**src/rtl/adder_sched_pkg.sv**
```systemverilog
// rtl/adder_sched_pkg.sv - shared types, defaults and round-robin pick helper for adder_rr_sched
package adder_sched_pkg;

  typedef enum logic [1:0] {
    IDLE = 2'd0,
    CALC = 2'd1,
    RESP = 2'd2
  } state_e;

  localparam int DEFAULT_NUM_REQ = 4;
  localparam int DEFAULT_DATA_W  = 4;

  // Returns {found, index[2:0]}: first set bit of req scanning upward from last+1, wrapping at n.
  function automatic logic [3:0] rr_pick(input logic [7:0] req, input logic [2:0] last,
                                         input logic [3:0] n);
    logic [3:0] res;
    logic [3:0] idx;
    res = '0;
    for (int k = 1; k <= 8; k++) begin
      idx = {1'b0, last} + 4'(k);
      if (idx >= n) idx = idx - n;
      if (k <= int'(n) && !res[3] && req[idx[2:0]]) res = {1'b1, idx[2:0]};
    end
    return res;
  endfunction

endpackage

```
**src/rtl/adder_rr_sched_rr_arbiter.sv**
```systemverilog
// rtl/adder_rr_sched_rr_arbiter.sv - combinational round-robin pick from a request vector
module rr_arbiter
  import adder_sched_pkg::*;
#(
  parameter int NUM_REQ = DEFAULT_NUM_REQ,
  localparam int IDX_W  = $clog2(NUM_REQ)
) (
  input  logic [NUM_REQ-1:0] i_req,
  input  logic [IDX_W-1:0]   i_last,
  output logic               o_found,
  output logic [IDX_W-1:0]   o_idx
);

  logic [3:0] w_pick;

  assign w_pick  = rr_pick(8'(i_req), 3'(i_last), 4'(NUM_REQ));
  assign o_found = w_pick[3];
  assign o_idx   = IDX_W'(w_pick[2:0]);

endmodule

```
**src/rtl/adder_rr_sched.sv**
```systemverilog
// rtl/adder_rr_sched.sv - round-robin scheduler sharing one external adder among NUM_REQ requesters
module adder_rr_sched
  import adder_sched_pkg::*;
#(
  parameter int NUM_REQ = DEFAULT_NUM_REQ,
  parameter int DATA_W  = DEFAULT_DATA_W,
  localparam int IDX_W  = $clog2(NUM_REQ)
) (
  input  logic                      clk,
  input  logic                      rst,
  input  logic [NUM_REQ-1:0]        req_valid,
  output logic [NUM_REQ-1:0]        req_ready,
  input  logic [NUM_REQ*DATA_W-1:0] req_a,
  input  logic [NUM_REQ*DATA_W-1:0] req_b,
  output logic [NUM_REQ-1:0]        rsp_valid,
  output logic [DATA_W:0]           rsp_sum,
  input  logic                      rsp_ready,
  output logic [DATA_W-1:0]         add_a,
  output logic [DATA_W-1:0]         add_b,
  input  logic [DATA_W:0]           add_s,
  output logic                      busy,
  output logic [IDX_W-1:0]          grant_id
);

  state_e             r_state;
  state_e             w_next;
  logic [IDX_W-1:0]   r_last_grant;
  logic [IDX_W-1:0]   r_grant_id;
  logic [DATA_W-1:0]  r_op_a;
  logic [DATA_W-1:0]  r_op_b;
  logic [DATA_W:0]    r_rsp_sum;
  logic               w_found;
  logic [IDX_W-1:0]   w_pick;
  logic               w_accept;
  logic               w_release;

  rr_arbiter #(.NUM_REQ(NUM_REQ)) u_arb (
    .i_req   (req_valid),
    .i_last  (r_last_grant),
    .o_found (w_found),
    .o_idx   (w_pick)
  );

  always_ff @(posedge clk) begin
    if (rst) r_state <= IDLE;
    else     r_state <= w_next;
  end

  // Handshake outputs are masked during reset so an aborted transaction never shows valid/ready.
  always_comb begin
    w_next    = r_state;
    req_ready = '0;
    rsp_valid = '0;
    w_accept  = 1'b0;
    w_release = 1'b0;
    case (r_state)
      IDLE: begin
        if (w_found && !rst) begin
          req_ready = NUM_REQ'(1) << w_pick;
          w_accept  = 1'b1;
          w_next    = CALC;
        end
      end
      CALC: w_next = RESP;
      RESP: begin
        if (!rst) rsp_valid = NUM_REQ'(1) << r_grant_id;
        if (rsp_ready) begin
          w_release = 1'b1;
          w_next    = IDLE;
        end
      end
      default: w_next = IDLE;
    endcase
  end

  always_ff @(posedge clk) begin
    if (rst) begin
      r_op_a       <= '0;
      r_op_b       <= '0;
      r_rsp_sum    <= '0;
      r_grant_id   <= '0;
      r_last_grant <= IDX_W'(NUM_REQ - 1);
    end else begin
      if (w_accept) begin
        r_op_a     <= req_a[w_pick*DATA_W +: DATA_W];
        r_op_b     <= req_b[w_pick*DATA_W +: DATA_W];
        r_grant_id <= w_pick;
      end
      if (r_state == CALC) r_rsp_sum <= add_s;
      if (w_release) r_last_grant <= r_grant_id;
    end
  end

  assign add_a    = r_op_a;
  assign add_b    = r_op_b;
  assign rsp_sum  = r_rsp_sum;
  assign grant_id = r_grant_id;
  assign busy     = (r_state != IDLE);

endmodule

```
**config.mk**
```make
export PLATFORM = sky130hd
export DESIGN_NAME = adder_rr_sched
export DESIGN_NICKNAME = d
export VERILOG_FILES = /design/src/rtl/adder_sched_pkg.sv /design/src/rtl/adder_rr_sched_rr_arbiter.sv /design/src/rtl/adder_rr_sched.sv
export SDC_FILE = /design/constraint.sdc
export NUM_CORES = 1
export LEC_CHECK = 0
export ABC_CLOCK_PERIOD_IN_PS = 5000
export CORE_AREA = 2 2 63 65
export CTS_CLUSTER_DIAMETER = 120
export DETAILED_ROUTE_END_ITERATION = 16
export DIE_AREA = 0 0 65 67
export GPL_TIMING_DRIVEN = 0
export PLACE_DENSITY = 0.76
export SETUP_SLACK_MARGIN = 0.15
export SLEW_MARGIN = 20
export SYNTH_ARGS = -nofsm -noshare
export SYNTH_HDL_FRONTEND = slang
export SYNTH_SLANG_ARGS = --single-unit
```
**constraint.sdc**
```tcl
create_clock -name clk -period 5 [get_ports clk]
set_clock_uncertainty 0.15 [all_clocks]
set_input_delay 1.5 -clock clk [delete_from_list [all_inputs] [get_ports clk]]
set_output_delay 1.5 -clock clk [all_outputs]
set_load 0.02 [all_outputs]
```
==> flow_summary.json <==
{
  "place.gp.congestion": 0.780,
  "holdWs_ns": 0.325,
  "synth_edf_count": 0,
  "p_int_w": 0.000385,
  "dieWidth_um": 65,
  "cts_inserted_buffers": 3,
  "initial_core_util_pct": 38.8,
  "synth-async-reset-ratio_pct": 0,
  "ys_ff_latch": 19,
  "worstReg2RegStart": "r_last_grant[0]$_SDFFE_PP1P_",
  "synth_top_area_share_pct": 27.2,
  "status": "completed",
  "setup_viol": 0,
  "synth-main-ff-cell": "dfxtp_1",
  "dieArea_sq_mm": 0.00436,
  "dr_total_vias": 1419,
  "area.sequential_sq_um": 380,
  "power_switching_w": 0.000209,
  "netlist_area_sq_mm": 0.00140,
  "drt-initial-drc-count": 27,
  "synth_area_per_cell_sq_um": 9.02,
  "power_w": 0.000594,
  "path_clk_slew_ns": 0.08,
  "rows": 22,
  "ant_nets": 0,
  "fmaxAchievable_ghz": 0.210,
  "drc_errors": 0,
  "multi_input_area_sq_um": 987,
  "ys_top_cells_by_area": "dfxtp_1, mux2i_1, o211ai_2",
  "fillers": 325,
  "via_per_inst": 5.01,
  "hpwl_um": 2820,
  "required_ns": 3.35,
  "grt_setup_unrepaired": "no",
  "cts_tree": "yes",
  "clock-sinks": 19,
  "synthCells": 155,
  "p_per_area_mw_per_mm2": 257,
  "relSlewSlack_pct": 71.3,
  "ys_seq_area_share_pct": 27.2,
  "port-buffer-count": 67,
  "syn_to_final_growth_pct": 65.0,
  "postCtsHoldBufs": 0,
  "design_area_sq_mm": 0.00231,
  "critPathCaptureType": "output pin",
  "worstSetupPathType": "primary input to output pin",
  "finalHoldViolations": 0,
  "maxCapViolCount": 0,
  "track_usage_pct": 18.4,
  "cp_max_fo": 6,
  "clk_latency_ns": 0.26,
  "finalCritPeriodShare_pct": 95.3,
  "grt_max_degree": 13,
  "layout_common_cells": "clkdlybuf4s50_1, mux2i_1, dfxtp_1",
  "min-delay-start": "add_a[0]$_SDFFE_PP0P_",
  "synth_warnings": 0,
  "wl_per_cell_um": 13.4,
  "first_global_vias": 1325,
  "final_common_cell": "clkdlybuf4s50_1",
  "clockRootBuffer": "clkbuf_8",
  "synth_top_area_cell": "dfxtp_1",
  "cp.arrival_ns": 3.12,
  "drive_gt1_share_pct": 22.1,
  "cts_buffer_depth": 2,
  "dr.pass1.iters": 4,
  "antenna_found_initial": 0,
  "comb_power_share_pct": 49.8,
  "critPathLaunchType": "primary input",
  "hold_path_end": "add_a[0]$_SDFFE_PP0P_",
  "diodes": 0,
  "core_sq_mm": 0.00361,
  "io_pins": 68,
  "worstRegToRegCells": 13,
  "dpl_cell_area_sq_mm": 0.00213,
  "synth.distinct_cells": 41,
  "syn-num-nets": 202,
  "grt-ovfl-total": 0,
  "ir_worst_vdd_v": 0.000148,
  "tns_ns": 0,
  "htreeDepth": 1,
  "timing.final.max_slew_violations": 0,
  "p_sw_share_pct": 35.2,
  "ff2ff_setup_slack_ns": 1.92,
  "worstMarginPinSlew_ns": 0.431,
  "clkPwrFrac_pct": 18.7,
  "hold_class": "register to register",
  "die_height_um": 67,
  "grt_pass1_wl_um": 6240,
  "hold_depth": 2,
  "p_leak_nw": 0.989,
  "timing.rr.end": "add_b[1]$_SDFFE_PP0P_",
  "layout_min_cycle_time_ns": 4.77,
  "drt_wl_total_um": 3800,
  "fin_nets": 283,
  "pwr-share-seq_pct": 31.5
}
## power groups by stage
stage | Sequential, W | Combinational, W | Clock, W
2_1_floorplan | 0.000212 | 0.000139 | 0
3_3_place_gp | 0.000190 | 0.000267 | 0
3_5_place_dp | 0.000191 | 0.000268 | 0
4_1_cts | 0.000187 | 0.000287 | 0.000114
5_1_grt | 0.000190 | 0.000320 | 0.000124
6_report | 0.000187 | 0.000296 | 0.000111
## repair_timing
| action | 4_1_cts | 5_1_grt |
|---|---|---|
| setup buffers | 7 | 2 |
| resized for setup | 43 | 16 |
| setup endpoints to repair | 5 | 4 |
| pin swaps | 3 | 6 |
## cell type report
type | count | area share (%)
clock inverters | 1 | 0.325
plain buffers | 9 | 2.82
well taps | 48 | 2.60
flip-flops and latches | 19 | 16.5
multi-input cells | 121 | 42.8
inverters | 6 | 0.976
repair buffers | 76 | 32.2
clock buffers | 3 | 1.79
## sequential cells by signal, indices dropped and copies added (netlist names)
name	flops
grant_id	2
add_b	4
add_a	4
r_state	2
rsp_sum	5
r_last_grant	2
## cells by family after synthesis
family | share of synthesized area [%]
AOI/OAI and AO/OA | 26.8
buffers and inverters | 6.26
adders and majority gates | 2.68
DFF | 27.2
muxes | 18.3
and+or+nand+nor | 18.7
## layer usage
layer	wire length, um	part of all wire [%]	up-vias	track usage, %
met2	1840	48	41	30.4
met5	0	0	-	0
met3	245	6.5	4	4.56
met4	45	1.2	0	6.38
met1	1660	44	656	23.2
li1	-	-	718	-
## through the flow
stage	utilization [%]	worst slack, ns	cells
floorplan	-	0.322	155
global placement	59.1	-0.803	270
detailed placement	59.1	-0.787	270
CTS	62.1	0.164	281
global route	64.0	0.156	283
finish	64.0	0.234	283
## worst max-delay path by stage
stage	from	end	slack [ns]	depth (start not counted)
2_1_floorplan	req_valid[2]	req_ready[3]	0.32	5
3_3_place_gp	req_valid[2]	req_ready[3]	-0.80	7
3_5_place_dp	req_valid[3]	req_ready[2]	-0.79	9
4_1_cts	req_valid[2]	req_ready[3]	0.16	7
5_1_grt	req_valid[3]	req_ready[1]	0.16	9
6_report	req_valid[2]	req_ready[1]	0.23	8
## synth_stat cells (3+ instances only)
cell type	count
and3_1	8
buf_6	4
o211ai_2	8
dfxtp_1	19
nor2_1	16
clkbuf_1	4
nand2b_1	4
a21boi_0	8
or2_1	3
nand2_1	13
ha_1	3
mux2i_1	20
inv_1	5
o21ai_1	8
## worst max-delay path: stages
cell and delay, ns:
buf_6 0.11, mux4_2 0.51, nand4b_1 0.32, a21oi_2 0.23
nand2b_1 0.14, buf_6 0.11, nor2_1 0.04, buf_4 0.16
Power figures use the tool's default switching activity.
